==> src/rtl/fifo_reader_pkg.sv <==
// Shared types and default widths for the FIFO read-side burst engine.
package fifo_reader_pkg;

  localparam int unsigned DEF_DATA_W = 8;
  localparam int unsigned DEF_CNT_W  = 4;
  localparam int unsigned RD_CNT_W   = 16;

  typedef enum logic [1:0] {
    IDLE,
    WAIT,
    BURST
  } state_t;

endpackage

==> src/rtl/fifo_reader_buf.sv <==
// Small circular output buffer between the FIFO read port and the stream.
module fifo_reader_buf
  import fifo_reader_pkg::*;
#(
  parameter int unsigned DATA_W = DEF_DATA_W,
  parameter int unsigned DEPTH  = 3,
  localparam int unsigned PTR_W = (DEPTH > 1) ? $clog2(DEPTH) : 1,
  localparam int unsigned OCC_W = $clog2(DEPTH + 1)
)(
  input  logic              clk,
  input  logic              rst,
  input  logic              push,
  input  logic [DATA_W-1:0] push_data,
  input  logic              pop,
  input  logic              clr,
  output logic [OCC_W-1:0]  occ,
  output logic [DATA_W-1:0] head
);

  logic [DATA_W-1:0] mem [DEPTH];
  logic [PTR_W-1:0]  wr_ptr;
  logic [PTR_W-1:0]  rd_ptr;
  logic              do_push;
  logic              do_pop;

  function automatic logic [PTR_W-1:0] ptr_next(input logic [PTR_W-1:0] p);
    return (p == PTR_W'(DEPTH - 1)) ? '0 : p + PTR_W'(1);
  endfunction

  assign do_pop  = pop && (occ != '0);
  assign do_push = push && ((occ != OCC_W'(DEPTH)) || do_pop);
  assign head    = mem[rd_ptr];

  always_ff @(posedge clk or negedge rst) begin
    if (!rst) begin
      wr_ptr <= '0;
      rd_ptr <= '0;
      occ    <= '0;
      for (int unsigned i = 0; i < DEPTH; i++) mem[i] <= '0;
    end else if (clr) begin
      wr_ptr <= '0;
      rd_ptr <= '0;
      occ    <= '0;
      for (int unsigned i = 0; i < DEPTH; i++) mem[i] <= '0;
    end else begin
      if (do_push) begin
        mem[wr_ptr] <= push_data;
        wr_ptr      <= ptr_next(wr_ptr);
      end
      if (do_pop) rd_ptr <= ptr_next(rd_ptr);
      case ({do_push, do_pop})
        2'b10:   occ <= occ + OCC_W'(1);
        2'b01:   occ <= occ - OCC_W'(1);
        default: occ <= occ;
      endcase
    end
  end

endmodule

==> src/rtl/fifo_reader.sv <==
// FIFO read-side engine: groups pops into bursts and re-presents words on a
// valid/ready stream through a credit-limited buffer.
module fifo_reader
  import fifo_reader_pkg::*;
#(
  parameter int unsigned DATA_W    = DEF_DATA_W,
  parameter int unsigned CNT_W     = DEF_CNT_W,
  parameter int unsigned BURST_LEN = 4,
  parameter int unsigned TIMEOUT   = 15,
  parameter int unsigned BUF_DEPTH = 3
)(
  input  logic                clk,
  input  logic                rst,
  output logic                fifo_rd_en,
  input  logic [DATA_W-1:0]   fifo_data_o,
  input  logic                fifo_empty,
  input  logic [CNT_W-1:0]    fifo_cnt,
  input  logic                flush,
  output logic [DATA_W-1:0]   m_data,
  output logic                m_valid,
  input  logic                m_ready,
  output logic                burst_active,
  output logic [RD_CNT_W-1:0] rd_count
);

  localparam int unsigned OCC_W  = $clog2(BUF_DEPTH + 1);
  localparam int unsigned CRED_W = OCC_W + 1;
  localparam int unsigned TMR_W  = $clog2(TIMEOUT + 1);

  state_t            state;
  logic [TMR_W-1:0]  timer;
  logic [CNT_W-1:0]  burst_left;
  logic              inflight;
  logic [OCC_W-1:0]  buf_occ;
  logic [CRED_W-1:0] credit_used;
  logic              xfer;

  // Credit counts words already buffered plus the one still on the FIFO read
  // port; both are registered so stream ready never reaches the pop strobe.
  assign credit_used = {1'b0, buf_occ} + CRED_W'(inflight);
  assign fifo_rd_en  = (state == BURST) && !fifo_empty
                    && (credit_used < CRED_W'(BUF_DEPTH))
                    && (burst_left != '0) && !flush;
  assign m_valid     = (buf_occ != '0);
  assign xfer        = m_valid && m_ready;

  fifo_reader_buf #(
    .DATA_W (DATA_W),
    .DEPTH  (BUF_DEPTH)
  ) u_buf (
    .clk       (clk),
    .rst       (rst),
    .push      (inflight),
    .push_data (fifo_data_o),
    .pop       (xfer),
    .clr       (flush),
    .occ       (buf_occ),
    .head      (m_data)
  );

  always_ff @(posedge clk or negedge rst) begin
    if (!rst) begin
      state        <= IDLE;
      burst_active <= 1'b0;
      timer        <= '0;
      burst_left   <= '0;
      inflight     <= 1'b0;
      rd_count     <= '0;
    end else if (flush) begin
      // A word handed over in the flush cycle is dropped with the rest, so
      // the delivered count is left untouched.
      state        <= IDLE;
      burst_active <= 1'b0;
      timer        <= '0;
      burst_left   <= '0;
      inflight     <= 1'b0;
    end else begin
      inflight <= fifo_rd_en;
      if (xfer) rd_count <= rd_count + RD_CNT_W'(1);
      case (state)
        IDLE: begin
          if (!fifo_empty) begin
            state <= WAIT;
            timer <= '0;
          end
        end
        WAIT: begin
          if (fifo_cnt >= CNT_W'(BURST_LEN)) begin
            state        <= BURST;
            burst_active <= 1'b1;
            burst_left   <= CNT_W'(BURST_LEN);
          end else if (timer == TMR_W'(TIMEOUT)) begin
            state        <= BURST;
            burst_active <= 1'b1;
            burst_left   <= fifo_cnt;
          end else if (fifo_empty) begin
            state <= IDLE;
          end else begin
            timer <= timer + TMR_W'(1);
          end
        end
        BURST: begin
          if (fifo_rd_en) begin
            burst_left <= burst_left - CNT_W'(1);
            if (burst_left == CNT_W'(1)) begin
              state        <= IDLE;
              burst_active <= 1'b0;
            end
          end else if (fifo_empty || (burst_left == '0)) begin
            state        <= IDLE;
            burst_active <= 1'b0;
          end
        end
        default: begin
          state        <= IDLE;
          burst_active <= 1'b0;
        end
      endcase
    end
  end

endmodule

==> config.mk <==
export PLATFORM = sky130hd
export DESIGN_NAME = fifo_reader
export DESIGN_NICKNAME = d
export VERILOG_FILES = /design/src/rtl/fifo_reader_pkg.sv /design/src/rtl/fifo_reader_buf.sv /design/src/rtl/fifo_reader.sv
export SDC_FILE = /design/constraint.sdc
export NUM_CORES = 1
export LEC_CHECK = 0
export ABC_CLOCK_PERIOD_IN_PS = 6800
export BUFFER_PORTS_ARGS = -buffer_cell sky130_fd_sc_hd__clkbuf_2
export CORE_UTILIZATION = 39
export CTS_CLUSTER_SIZE = 14
export DETAILED_ROUTE_END_ITERATION = 10
export PLACE_DENSITY_LB_ADDON = 0.2
export SYNTH_ARGS = -nofsm -noshare
export SYNTH_HDL_FRONTEND = slang
export SYNTH_HIERARCHICAL = 1
export SYNTH_SLANG_ARGS = --single-unit
==> constraint.sdc <==
create_clock -name clk -period 6.8 [get_ports clk]
set_input_delay 0.34 -clock clk [delete_from_list [all_inputs] [get_ports clk]]
set_output_delay 0.34 -clock clk [all_outputs]
set_load 0.02 [all_outputs]
## Word level (Yosys, flattened, before mapping)

Index checks and enable logic that the tools add are counted.

- Register bits: 58
- Input bits: 17
- Output and inout port bits: 27
- Logic and storage cells: 117

- $add $sub $neg: 8
- Order comparisons: 5
- Eq/ne operators: 19
- Multiplexer cells: 44
- Bitwise gates (word level): 3
- Reductions and logical operators: 26

Operator list:

| operator | count |
|---|---|
| 24-bit 2-to-1 mux | 2 |
| 4-bit 2-to-1 mux | 9 |
| 2-bit 2-to-1 mux | 15 |
| 24-bit bitwise mux | 1 |
| 8-bit 2-to-1 mux | 3 |
| 16-bit by 1-bit adder with 16-bit output (second input constant) | 1 |
| 8-bit binary-select mux with 2-bit select | 1 |
| 8-bit demux with 2-bit select | 1 |
| 4-bit case mux with 2 select lines | 2 |
| 3-bit inequality test (second input constant) | 5 |
| 3-bit nonzero test | 3 |
| 2-bit equality test (second input constant) | 4 |
| 1-bit logical AND | 8 |
| 4-bit by 3-bit inequality test with 1-bit output (second input constant) | 2 |
| 4-bit AND reduction | 2 |
| 1-bit 2-to-1 mux | 7 |
| 2-bit by 1-bit adder with 2-bit output (second input constant) | 3 |
| 3-bit >= comparator (second input constant) | 2 |
| 2-bit NOT with 3-bit output | 2 |
| 2-bit case mux with 3 select lines | 1 |
| 2-bit nonzero test | 3 |
| 5-bit inequality test (second input constant) | 1 |
| 5-bit AND reduction | 1 |
| 4-bit by 1-bit adder with 4-bit output (second input constant) | 1 |
| other kinds (21) | 25 |

## Longest topological paths before layout

Gate-level depths: netlist of the first run.

- Depth after elaboration: 8
- Gate-level depth with buffers: 7
- Gate-level depth less buffers: 6

## Modules after synthesis

Netlist of the first run, hierarchy kept.

By module, submodules not included:

| module | times used | cells each | area each (µm²) | seq. area each (µm²) |
|---|---|---|---|---|
| fifo_reader_buf | 1 | 149 | 1595.3 | 750.7 |
| fifo_reader | 1 | 153 | 1495.2 | 700.7 |

## Least setup slack after synthesis of the first run

OpenSTA, ideal clock, no wires.

- Path kind: register -> output
- Start point: register u_buf.occ[0]
- End point: output fifo_rd_en
- Arrival: 2016 ps
- Data required time: 6460 ps
- Slack: 4444 ps
- Stages on the path, launching flop included: 5
- Buffers on the path: 0
- Cell sequence: dfrtp_1 ha_1 ha_1 a21o_1 nor4b_1

- Word-level cells in the longest chain between the ends: 5

Ends and longest elaborated chain:

| item | RTL line | RTL |
|---|---|---|
| start: declaration | fifo_reader_buf.sv:16 | `output logic [OCC_W-1:0] occ,` |
| start signal: assignment | fifo_reader_buf.sv:52 | `2'b10: occ <= occ + OCC_W'(1);` |
| start signal: assignment | fifo_reader_buf.sv:53 | `2'b01: occ <= occ - OCC_W'(1);` |
| 2-bit by 1-bit adder with 3-bit output | fifo_reader.sv:40 | `assign credit_used = {1'b0, buf_occ} + CRED_W'(inflight);` |
| 3-bit by 2-bit < comparator with 1-bit output | fifo_reader.sv:42 | `&& (credit_used < CRED_W'(BUF_DEPTH))` |
| 1-bit logical AND | fifo_reader.sv:42 |  |
| 1-bit logical AND (2 in series) | fifo_reader.sv:43 | `&& (burst_left != '0) && !flush;` |
| end: declaration | fifo_reader.sv:14 | `output logic fifo_rd_en,` |

Every way passes these cells.

## Worst setup path in the final report of the first run

- Start point: register inflight
- End point: output fifo_rd_en

- Word-level cells in the longest chain between the ends: 5

Ends and longest elaborated chain:

| item | RTL line | RTL |
|---|---|---|
| start: declaration | fifo_reader.sv:33 | `logic inflight;` |
| start signal: assignment | fifo_reader.sv:78 | `inflight <= fifo_rd_en;` |
| 2-bit by 1-bit adder with 3-bit output | fifo_reader.sv:40 |  |
| 3-bit by 2-bit < comparator with 1-bit output | fifo_reader.sv:42 |  |
| 1-bit logical AND | fifo_reader.sv:42 |  |
| 1-bit logical AND (2 in series) | fifo_reader.sv:43 |  |

Every way passes these cells.

==> results.sh, run 1 <==
export IMPL_synth_top_area_share_pct=46.96
export IMPL_layout_min_cycle_time_ns=2.581
export IMPL_period_share_pct=37.96
export IMPL_critPathRequiredTime_ns=6.46
export IMPL_synthCells=302
export IMPL_grt_pass1_vias=2294
export IMPL_drv_slew=0
export IMPL_endpoint_kind="output pin"
export IMPL_insertion_delay_ns=0.34
export IMPL_rr_worst_depth=6
export IMPL_drt_iter0_markers=138
export IMPL_synth_distinct_cells=48
export IMPL_syn_area_mm2=0.003090
export IMPL_fmax_mhz=387.4
export IMPL_layout_common_cells="dfrtp_1 (58), clkbuf_2 (43), nand2b_1 (36)"
export IMPL_cpPeakStageDelay_ns=0.47
export IMPL_vias=2335
export IMPL_synth_fp_nets=326
export IMPL_start_util_pct=40.20
export IMPL_io_buffers=43
export IMPL_drv_cap=0
export IMPL_worstPathCellList="ha_1 -> ha_1 -> a21o_1 -> nor4b_1 -> clkbuf_2"
export IMPL_slew_headroom_pct=45.34
export IMPL_die_w_um=91.02
export IMPL_antenna_found_initial=0
export IMPL_startpoint="inflight$_DFF_PN0_"
export IMPL_ys_warn_count=6
export IMPL_hold_violations=0
export IMPL_cts_htree_levels=3
export IMPL_cts_resized=0
export IMPL_power_w=0.0007274
export IMPL_post_cts_buffers=0
export IMPL_worstMarginPinSlew_ns=0.8183
export IMPL_drtAntennaViolNets=0
export IMPL_cp_buffers_inverters=1
export IMPL_vias_per_cell=5.235
export IMPL_track_usage_pct=17.14
export IMPL_timing_reg2reg_setup_slack_ns=4.50
export IMPL_yosysSeqAreaShare_pct=46.96
export IMPL_setup_tns_ns=0
export IMPL_crit_slowest_cell="dfrtp_1"
export IMPL_die_area_mm2=0.008285
export IMPL_leakagePower_nw=1.760
export IMPL_grt_pass1_wl_mm=11.23
export IMPL_gr_total_overflow=0
export IMPL_crit_family="adder cells"
export IMPL_postSynthAreaPerCell_um2=10.23
export IMPL_final_common_cell="dfrtp_1"
export IMPL_rows=32
export IMPL_crit_path_start_kind="register"
export IMPL_nNetsFinal=364
export IMPL_yosys_area_top_type="dfrtp_1"
export IMPL_gp_congestion=0.7555
export IMPL_finalClockSkew_ns=0.01156
export IMPL_dp_hpwl_mm=4.132
export IMPL_drive_gt1_share_pct=18.60
export IMPL_synth_area_leaders="dfrtp_1 (47%), mux2i_1 (11%), nand2b_1 (7.3%), xnor2_1 (3.7%), ha_1 (2.8%)"
export IMPL_drt_wl_total_mm=6.484
export IMPL_die_h_um=91.02
export IMPL_io_pins=44
export IMPL_finalSetupViolations=0
export IMPL_wl_per_cell_um=14.54
export IMPL_synth_edff_count=0
export IMPL_core_mm2=0.007687
export IMPL_cts_tree="built"
export IMPL_r2r_start="inflight$_DFF_PN0_"
export IMPL_clkSinkCount=58
export IMPL_crit_fanout=11
export IMPL_numCtsBuffers=9
export IMPL_synthToLayoutAreaGrowth_pct=15.47
export IMPL_hold_path_class="in -> async"
export IMPL_path_clk_slew_ns=0.06
export IMPL_status="finished, final reports clean"
export IMPL_power_density_mw_per_mm2=203.8
export IMPL_ys_ff_latch=58
export IMPL_peakVddDrop_mv=0.1295
export IMPL_crit_top_cell="ha_1"
export IMPL_grt_max_degree=59
export IMPL_arrival_ns=2.24
export IMPL_crit_type="reg -> out"
export IMPL_fin_util_pct=46.42
export IMPL_drc_errors=0
export IMPL_hold_buffers=0
export IMPL_worstReg2RegEnd="burst_left[1]$_DFFE_PN0P_"
export IMPL_diodes=0
export IMPL_async_flop_share_pct=100.0
export IMPL_rsz0062_at_grt="no"
export IMPL_firstDrtPassIters=4
export IMPL_root_buffer="clkbuf_8"
export IMPL_synth_ff_type="dfrtp_1"
export IMPL_clock_path_buffers=2
## kinds of logic (layout without fill, tap and decap cells)
kind of cell             after synthesis  after routing  synth area share [%]
flip-flops                            58             58                 46.96
adder cells (fa/ha/maj)                7              7                 2.834
XOR/XNOR                              15             15                 4.251
multiplexers                          34             34                 11.05
AO/OA/AOI/OAI                         44             44                 9.231
AND/OR/NAND/NOR                      120            120                 22.15
buffers and inverters                 24             66                 3.522
## area by class of cell
cell class	count	area, um^2
flip-flops and latches	58	1451
fillers	767	4119
multi-input cells	220	1530
clock buffers	9	123.9
well taps	102	127.6
repair buffers	45	230.2
clock inverters	6	82.58
inverters	6	22.52
## where the power goes
part | internal [W] | switching [W] | leakage, nW | total, W
combinational | 0.0000134 | 0.0000240 | 0.847 | 0.0000374
sequential | 0.000347 | 0.00000341 | 0.808 | 0.000350
clock | 0.000202 | 0.000138 | 0.105 | 0.000340
total | 0.000562 | 0.000165 | 1.76 | 0.000727
## cells in the mapped netlist, drive strengths merged, types with 2 or more instances
library cell and number:
a21oi 12, a221oi 2, a31oi 2, a41o 2
and3 5, buf 6, clkbuf 12, dfrtp 58
ha 7, inv 6, mux2i 33, nand2 23
nand2b 36, nand3 11, nand3b 2, nand4 7
nand4b 4, nor2 11, nor2b 3, nor3 5
nor3b 2, nor4b 2, o21ai 15, or2 4
xnor2 13, xor2 2
## stage by stage
step                      std cells  cell area [um^2]  hold WS, ns  setup WS, ns
after floorplan                 302              3090      0.04441         4.444
after global placement          431              3362       0.4625         4.536
after detailed placement        431              3362       0.4620         4.507
after CTS                       446              3568       0.1835         4.192
after global routing            446              3568       0.2074         4.007
final                           446              3568       0.1381         4.219
## layer usage
metal | GRT usage [%] | vias to the layer above | wire length, um
li1 | - | 1131 | -
met1 | 22.26 | 1148 | 3105
met2 | 27.53 | 45 | 3058
met3 | 5.193 | 11 | 240
met4 | 5.159 | 0 | 80
met5 | 0 | - | 0
## flip-flops by register name (all words and copies together) (netlist names)
register	count
state	2
burst_left	4
u_buf/occ	2
u_buf/mem	24
inflight	1
rd_count	16
u_buf/wr_ptr	2
u_buf/rd_ptr	2
burst_active	1
timer	4
## worst max-delay path by stage
stage               cells after the start                   endpoint  slack, ns
floorplan                               4                 fifo_rd_en       4.44
global placement                        6  burst_left[1]$_DFFE_PN0P_       4.54
detailed placement                      6  burst_left[1]$_DFFE_PN0P_       4.51
CTS                                     5                 fifo_rd_en       4.19
global route                            5                 fifo_rd_en       4.01
finish                                  5                 fifo_rd_en       4.22
Power figures use the tool's default switching activity.
==> inputs of run 2 (changes only) <==
ABC_CLOCK_PERIOD_IN_PS = 2230   (was 6800)
clock period = 2.23 ns   (was 6.8 ns; I/O delays follow)
==> run 2 against run 1 <==
  * Non-clock buffer count up 15
  * Cell count up 3.4%
  * Final area up 3.7%
  * Sequential share of layout area down 1.4 points
  * First-iteration DRC count down 19%
  * Hold slack worse by 0.056 ns
  * Largest cell class unchanged
  * Largest power group is now clock
==> results.sh, run 2 (synthesis gave the netlist of run 1 again) <==
export IMPL_finalClockSkew_ns=0.008465
export IMPL_seq_area_mm2=0.001451
export IMPL_leakagePower_nw=1.842
export IMPL_die_area_mm2=0.008285
export IMPL_start_util_pct=40.20
export IMPL_io_buffers=43
export IMPL_antenna_found_initial=0
export IMPL_place_inst=445
export IMPL_worstHoldPathCells=3
export IMPL_cts_tree="built"
export IMPL_drv_cap=0
export IMPL_numCtsBuffers=9
export IMPL_worstReg2RegEnd="burst_left[0]$_DFFE_PN0P_"
export IMPL_synthToLayoutAreaGrowth_pct=19.72
export IMPL_cts_resized=0
export IMPL_period_share_pct=98.17
export IMPL_cts_htree_levels=3
export IMPL_drc_errors=0
export IMPL_grt_max_degree=40
export IMPL_multiInputGateArea_mm2=0.001536
export IMPL_firstDrtPassIters=4
export IMPL_gp_congestion=0.8136
export IMPL_largestRegisters="u_buf/mem: 24 flops, rd_count: 16 flops"
export IMPL_hold_violations=0
export IMPL_peakVddDrop_mv=0.3142
export IMPL_r2r_start="inflight$_DFF_PN0_"
export IMPL_gr_total_overflow=0
export IMPL_rsz0062_at_grt="yes"
export IMPL_post_cts_buffers=0
export IMPL_die_h_um=91.02
export IMPL_core_mm2=0.007687
export IMPL_drt_iter0_markers=112
export IMPL_worstMarginPinSlew_ns=0.5886
export IMPL_dp_hpwl_mm=4.519
export IMPL_rows=32
export IMPL_crit_path_start_kind="register"
export IMPL_io_pins=44
export IMPL_crit_end="burst_left[0]$_DFFE_PN0P_"
export IMPL_finalSetupViolations=0
export IMPL_die_w_um=91.02
export IMPL_nNetsFinal=379
export IMPL_largest_register="u_buf/mem"
export IMPL_nFillCells=749
export IMPL_insertion_delay_ns=0.33
export IMPL_vias_per_cell=5.115
export IMPL_root_buffer="clkbuf_8"
export IMPL_hold_worst_slack_ns=0.08250
export IMPL_fin_cells=461
export IMPL_final_common_cell="dfrtp_1"
export IMPL_drtAntennaViolNets=0
export IMPL_drv_slew=0
export IMPL_grt_pass1_wl_mm=11.22
export IMPL_crit_fanout=7
export IMPL_power_density_mw_per_mm2=609.9
export IMPL_slew_headroom_pct=60.76
export IMPL_clkSinkCount=58
export IMPL_drt_wl_total_mm=6.643
export IMPL_grt_pass1_vias=2242
export IMPL_endpoint_kind="register"
export IMPL_clock_path_buffers=2
export IMPL_diodes=0
export IMPL_cpPeakStageDelay_ns=0.61
export IMPL_timing_reg2reg_setup_slack_ns=0.04
export IMPL_crit_top_cell="ha_1"
export IMPL_startpoint="inflight$_DFF_PN0_"
export IMPL_worstPathCellList="ha_1 -> ha_1 -> a21o_1 -> or4_1 -> a221oi_1 -> a41o_1"
export IMPL_vias=2358
export IMPL_status="finished, final reports clean"
export IMPL_power_w=0.002257
export IMPL_fmax_mhz=456.8
export IMPL_rr_worst_depth=6
export IMPL_hold_path_class="in -> reg"
export IMPL_wl_per_cell_um=14.41
export IMPL_drive_gt1_share_pct=22.01
export IMPL_path_clk_slew_ns=0.07
export IMPL_crit_type="reg -> reg"
export IMPL_arrival_ns=2.46
export IMPL_layout_common_cells="dfrtp_1 (58), clkbuf_2 (43), nand2b_1 (36)"
export IMPL_crit_slowest_cell="or4_1"
export IMPL_critPathRequiredTime_ns=2.50
export IMPL_track_usage_pct=17.29
export IMPL_layout_min_cycle_time_ns=2.189
export IMPL_largest_register_ffs=24
run 2: cell types whose count changed in the layout (fill, tap and decap cells not counted), sizes merged:
cell | previous run | this run
clkbuf | 52 | 53
clkinvlp | 1 | 0
buf | 2 | 16
dlygate4sd3 | 0 | 1
run 2: worst min path at each step:
stage / start / slack, ns / endpoint
after floorplan: rst / -0.18 / burst_active$_DFFE_PN0P_
after global placement: rst / 0.11 / u_buf/wr_ptr[1]$_DFFE_PN0P_
after detailed placement: rst / 0.11 / u_buf/wr_ptr[1]$_DFFE_PN0P_
after CTS: fifo_data_o[2] / 0.06 / u_buf/mem[2]$_DFFE_PN0P_
after global routing: fifo_data_o[2] / 0.07 / u_buf/mem[10]$_DFFE_PN0P_
final: fifo_data_o[2] / 0.08 / u_buf/mem[2]$_DFFE_PN0P_
run 2: routing by layer:
layer  GRT usage, %  vias to the layer above  part of all wire (%)
met4          8.862                        0                   1.6
met5              0                        -                     0
li1               -                     1169                     -
met2          26.45                       47                    46
met3          3.183                        8                   3.6
met1          23.37                     1134                    49
run 2: critical path: cells and delay by family, from the launching register on:
family | cells | cell delay, ns
AO/OA/AOI/OAI | 3 | 0.68
adder cells (fa/ha/maj) | 2 | 0.46
flip-flops | 1 | 0.38
AND/OR/NAND/NOR | 1 | 0.61
run 2: area by class of cell:
cell class	count	area share, %
Multi-Input combinational cell	220	41.53
Sequential cell	58	39.23
Timing Repair Buffer	60	9.334
Clock buffer	10	3.720
Tap cell	102	3.449
Clock inverter	5	2.131
Inverter	6	0.6087
run 2: power by group:
group | switching (W) | total (W) | leakage (nW) | internal [W]
clock network | 0.000416 | 0.00107 | 0.112 | 0.000651
logic | 0.0000783 | 0.000125 | 0.922 | 0.0000464
registers | 0.00000659 | 0.00106 | 0.808 | 0.00106
total | 0.000501 | 0.00226 | 1.84 | 0.00176
run 2: metrics by stage:
stage | TNS [ns] | util (%) | instance area [um^2] | setup WS, ns
floorplan | 0 | - | 3097 | 0.05568
global placement | 0 | 45.18 | 3473 | 0.09185
CTS | 0 | 48.13 | 3700 | 0.02409
global route | -0.1362 | 48.13 | 3700 | -0.06026
detailed placement | 0 | 45.18 | 3473 | 0.03025
finish | 0 | 48.13 | 3700 | 0.04071
run 2: repair_timing:
| action | in CTS | in global routing |
|---|---|---|
| endpoints found under the setup margin | 0 | 3 |
| endpoints found under the hold margin | 17 | 0 |
| hold buffers | 1 | 0 |
